## src/rtl/instr_fetch.sv

```systemverilog
// rtl/instr_fetch.sv - instruction fetch unit between PC register and instruction memory
// Optional one-entry last-hit buffer enabled by defining IFETCH_LAST_HIT_EN.
module instr_fetch #(
  parameter logic [31:0] BASE_ADDR   = 32'h0000_3000,
  parameter int          DEPTH_WORDS = 4096
) (
  input  logic                           clk_i,
  input  logic                           reset_i,
  input  logic [31:0]                    pc_addr_i,
  input  logic                           pc_valid_i,
  output logic                           pc_ready_o,
  input  logic                           flush_i,
  output logic [31:0]                    instr_o,
  output logic                           instr_valid_o,
  input  logic                           instr_ready_i,
  output logic                           instr_exc_o,
  output logic                           mem_req_o,
  output logic [$clog2(DEPTH_WORDS)-1:0] mem_addr_o,
  input  logic                           mem_ack_i,
  input  logic [31:0]                    mem_rdata_i
);

  localparam int AW = $clog2(DEPTH_WORDS);
  // Computed in 33 bits so a window ending exactly at 2^32 has no upper fault.
  localparam logic [32:0] LIMIT = {1'b0, BASE_ADDR} + (33'(DEPTH_WORDS) << 2);

  typedef enum logic [1:0] {IDLE, REQ, DROP, RESP} state_t;

  state_t          state_q, state_d;
  logic [31:0]     instr_q, instr_d;
  logic            exc_q, exc_d;
  logic [AW-1:0]   mem_addr_q, mem_addr_d;
  logic            addr_fault;
  logic [AW-1:0]   word_idx;

`ifdef IFETCH_LAST_HIT_EN
  logic [31:0]     req_addr_q, req_addr_d;
  logic [31:0]     buf_addr_q, buf_addr_d;
  logic [31:0]     buf_data_q, buf_data_d;
  logic            buf_valid_q, buf_valid_d;
  logic            buf_hit;

  assign buf_hit = buf_valid_q && (buf_addr_q == pc_addr_i);
`endif

  assign addr_fault = (pc_addr_i[1:0] != 2'b00) ||
                      ({1'b0, pc_addr_i} < {1'b0, BASE_ADDR}) ||
                      ({1'b0, pc_addr_i} >= LIMIT);
  assign word_idx   = AW'((pc_addr_i - BASE_ADDR) >> 2);

  assign pc_ready_o    = (state_q == IDLE);
  assign instr_valid_o = (state_q == RESP);
  assign mem_req_o     = (state_q == REQ) || (state_q == DROP);
  assign instr_o       = instr_q;
  assign instr_exc_o   = exc_q;
  assign mem_addr_o    = mem_addr_q;

  // State and datapath registers; reset abandons any transaction in flight.
  always_ff @(posedge clk_i) begin
    if (reset_i) begin
      state_q     <= IDLE;
      instr_q     <= '0;
      exc_q       <= 1'b0;
      mem_addr_q  <= '0;
`ifdef IFETCH_LAST_HIT_EN
      req_addr_q  <= '0;
      buf_addr_q  <= '0;
      buf_data_q  <= '0;
      buf_valid_q <= 1'b0;
`endif
    end else begin
      state_q     <= state_d;
      instr_q     <= instr_d;
      exc_q       <= exc_d;
      mem_addr_q  <= mem_addr_d;
`ifdef IFETCH_LAST_HIT_EN
      req_addr_q  <= req_addr_d;
      buf_addr_q  <= buf_addr_d;
      buf_data_q  <= buf_data_d;
      buf_valid_q <= buf_valid_d;
`endif
    end
  end

  // Next-state: accept/decode in IDLE, wait for ack in REQ/DROP, hold response in RESP.
  always_comb begin
    state_d     = state_q;
    instr_d     = instr_q;
    exc_d       = exc_q;
    mem_addr_d  = mem_addr_q;
`ifdef IFETCH_LAST_HIT_EN
    req_addr_d  = req_addr_q;
    buf_addr_d  = buf_addr_q;
    buf_data_d  = buf_data_q;
    buf_valid_d = buf_valid_q;
`endif
    case (state_q)
      IDLE: begin
        if (pc_valid_i && !flush_i) begin
`ifdef IFETCH_LAST_HIT_EN
          req_addr_d = pc_addr_i;
`endif
          if (addr_fault) begin
            state_d = RESP;
            instr_d = '0;
            exc_d   = 1'b1;
          end
`ifdef IFETCH_LAST_HIT_EN
          else if (buf_hit) begin
            state_d = RESP;
            instr_d = buf_data_q;
            exc_d   = 1'b0;
          end
`endif
          else begin
            state_d    = REQ;
            mem_addr_d = word_idx;
          end
        end
      end
      REQ: begin
        if (mem_ack_i) begin
          if (flush_i) begin
            state_d = IDLE;
          end else begin
            state_d = RESP;
            instr_d = mem_rdata_i;
            exc_d   = 1'b0;
`ifdef IFETCH_LAST_HIT_EN
            buf_addr_d  = req_addr_q;
            buf_data_d  = mem_rdata_i;
            buf_valid_d = 1'b1;
`endif
          end
        end else if (flush_i) begin
          state_d = DROP;
        end
      end
      DROP: begin
        if (mem_ack_i) begin
          state_d = IDLE;
        end
      end
      RESP: begin
        if (flush_i || instr_ready_i) begin
          state_d = IDLE;
        end
      end
      default: state_d = IDLE;
    endcase
  end

endmodule

```

## config.mk

```make
export PLATFORM = sky130hd
export DESIGN_NAME = instr_fetch
export DESIGN_NICKNAME = d
export VERILOG_FILES = /design/src/rtl/instr_fetch.sv
export SDC_FILE = /design/constraint.sdc
export NUM_CORES = 1
export LEC_CHECK = 0
export CORE_ASPECT_RATIO = 0.9
export CORE_MARGIN = 4
export CORE_UTILIZATION = 55
export CTS_CLUSTER_SIZE = 40
export DETAILED_ROUTE_END_ITERATION = 6
export DONT_BUFFER_PORTS = 1
export PLACE_DENSITY_LB_ADDON = 0.08
export SYNTH_ARGS = -nofsm -noshare
export SYNTH_HDL_FRONTEND = slang
export SYNTH_SLANG_ARGS = --single-unit
```

## constraint.sdc

```tcl
create_clock -name clk_i -period 3.1 [get_ports clk_i]
set_clock_uncertainty 0.2 [all_clocks]
set_input_delay 0.465 -clock clk_i [delete_from_list [all_inputs] [get_ports clk_i]]
set_output_delay 0.465 -clock clk_i [all_outputs]
set_load 0.05 [all_outputs]
```

==> run metrics <==
status=completed; Final nets=~270; CP endpoint kind=flop; Clock transition at path regs=0.08 ns; f_max=between 400 and 500 MHz; vias in the first global route=approximately 1600; Hold Path End=mem_addr_o[10]; Crit Reg-Reg Startpoint=state_q[1]; Yosys top cell area share=between 40% and 50%; met3 GRT Util=between 10% and 20%; setup TNS=0 ns; post_cts resized=0; Worst setup SP type=flop; largest net degree at the start of global routing=51; post-synthesis register bit count=47; Synth area leader=dfxtp_1; CP startpoint=state_q[1]; Area Overhead vs Synth=5.94%; IO Count=between 100 and 150; layout cell share with drive strength beyond 1=a little under a tenth; grt peak-use layer=met2; worst reg2reg setup slack=0.76 ns; crit path time final=2.34 ns; GR Util All Layers=between 15 and 20%; first-pass GRT wire length=about 7300 um; worst slew pin tran=roughly 0.67 ns; Synth cell types=32; Crit path required time=approximately 3.1 ns; Mapped Nets=280; fin crit share=75.4%; Via-to-Cell Ratio=between 6 and 7; core area=3430 um^2; H-tree depth=2; clock sinks=between 40 and 50; synth top area cells=dfxtp_1 (47%), o2bb2ai_1 (14%), nand2b_1 (10%); ANT cells=0; Leakage=roughly 0.0007 uW; gpl congestion=0.815; Post-Synthesis Cells=just over 200; power density cells=700 nW/um^2; clk buf depth=2; RR Endpoint=instr_o[0]; drt wl/cell=between 15 and 20 um; pre-CTS setup slack=0.767 ns; DRC viols=0; RSZ-0062 raised after global routing=no; Die Span Y=between 60 and 70 um; final setup violation count=0; Final Hold Fails=0; initial antenna violation count=0; post-synthesis cell area=2000 um^2; crit path kind=reg2reg; Yosys warning count=0; Reg2Reg Depth=7; Seq/Total Area, Yosys=between 40% and 50%; die width=71.6 um; Via Count=between 1500 and 2000; met1 track demand over resource=a little over a fifth; grt ovf=0; port bufs=0; DRT Wirelength=roughly 4800 um; hold_buf cts=0; Post-DP HPWL=3510 um; First-pass DRT Iterations=4; CTS tree=built; worst skew pair latency=approximately 0.28 ns; Hold Path Class=in2reg; root buffer cell=clkbuf_8; PnR worst setup slack=about 0.76 ns; met2 Use GR=between 30% and 40%; setup repair bufs after CTS=0; Max-slew headroom=~55%; row count=20; post-route ant nets=0; CP Max Fanout=32; Initial Util=58.4%; die area=between 4000 and 5000 um^2; Starting DRT DRC Count=between 70 and 80; Max rail drop VDD=between 400 and 500 uV; Min-Delay Path Depth=1; hold path startpoint=reset_i; fin. max-slew vios=0; CTS buffer count=5; WP data arrival=between 2 and 2.5 ns; Mean Syn Cell Area=9.77 um^2; Max Cap Viol=0
==> cells in the final DEF, fill, tap and decap left out, types with 2 or more instances in the layout <==
master,count
nor2b_1,3
nand4_1,12
clkbuf_8,6
inv_1,4
nor4_1,2
dfxtp_1,47
o21ai_0,10
buf_4,4
nand2b_1,33
o2bb2ai_1,32
nand2_1,2
nor2_1,3
a21oi_1,15
o21ai_1,2
ha_1,5
==> logic make-up (layout without fill, tap and decap cells) <==
logic type / Yosys count / after routing / share of synthesized area [%]
muxes: 2 / 2 / 1.12
AOI/OAI and AO/OA: 67 / 67 / 24.2
buffers and inverters: 21 / 15 / 4.25
DFF: 47 / 47 / 47.0
xor gates and xnor gates: 1 / 1 / 0.438
and+or+nand+nor: 62 / 62 / 19.9
adders and majority gates: 5 / 5 / 3.13
==> flip-flops by register name, indices dropped and copies added (netlist names) <==
name	cells
instr_exc_o	1
instr_o	32
state_q	2
mem_addr_o	12
==> worst max path at each step <==
stage,cells after the start,endpoint,slack [ns]
finish,7,instr_o[0],0.76
CTS,7,instr_o[18],0.76
floorplan,8,instr_o[0],0.67
detailed placement,6,instr_o[18],0.77
global placement,6,instr_o[27],0.82
global route,7,instr_o[31],0.56
==> layer usage <==
layer | vias up | part of all wire (%)
met5 | - | 0
met4 | 0 | 1.4
met3 | 7 | 13
met2 | 65 | 48
met1 | 699 | 37
li1 | 738 | -
==> power breakdown <==
group	total, uW	switching (uW)	internal [uW]
Combinational	337	223	114
Clock	357	182	175
Sequential	791	144	647
==> worst max-delay path, stage by stage, from the launching register on <==
cell and delay (ns):
dfxtp_1 0.33, inv_1 0.10, ha_1 0.20, nor4b_2 0.24
and4_1 0.57, a2111oi_4 0.14, buf_4 0.27, o2bb2ai_1 0.16
==> stage by stage <==
stage                     power, uW  instance area (um^2)  hold WS (ns)  std cells  utilization, %
after floorplan                1080                  2000         0.324        205               -
after detailed placement       1150                  2030         0.339        236            59.3
final                          1480                  2120        0.0350        243            61.9
after global placement         1130                  2030         0.330        236            59.3
after CTS                      1500                  2120        0.0224        243            61.9
after global routing           1560                  2120        0.0150        243            61.9
==> layout make-up <==
type                    instances  area, um^2
clock buffers                   6        82.6
clock inverters                 1        5.00
fillers                       283        1310
inverters                       4        15.0
multi-input cells             137         992
flip-flops and latches         47         941
well taps                      44        55.1
repair buffers                  4        30.0
==> synth_stat cells <==
master	number
nand2b_1	33
nand2_1	2
clkbuf_1	12
a21oi_1	16
mux2_2	1
a311oi_1	1
o21ai_0	10
nand4_1	12
o21bai_1	1
a2111oi_2	1
a41o_1	1
nor4_1	2
inv_1	4
nor2b_1	3
or3_4	1
or3_1	1
dfxtp_1	47
a211oi_1	1
o2bb2ai_1	32
nor4b_2	1
o211ai_1	1
a22oi_1	1
and4_1	1
ha_1	5
or4_1	1
mux2_1	1
nor2_2	1
nor2_1	3
o21ai_1	2
or4_4	1
xor2_1	1
buf_2	5
Power figures use the tool's default switching activity.
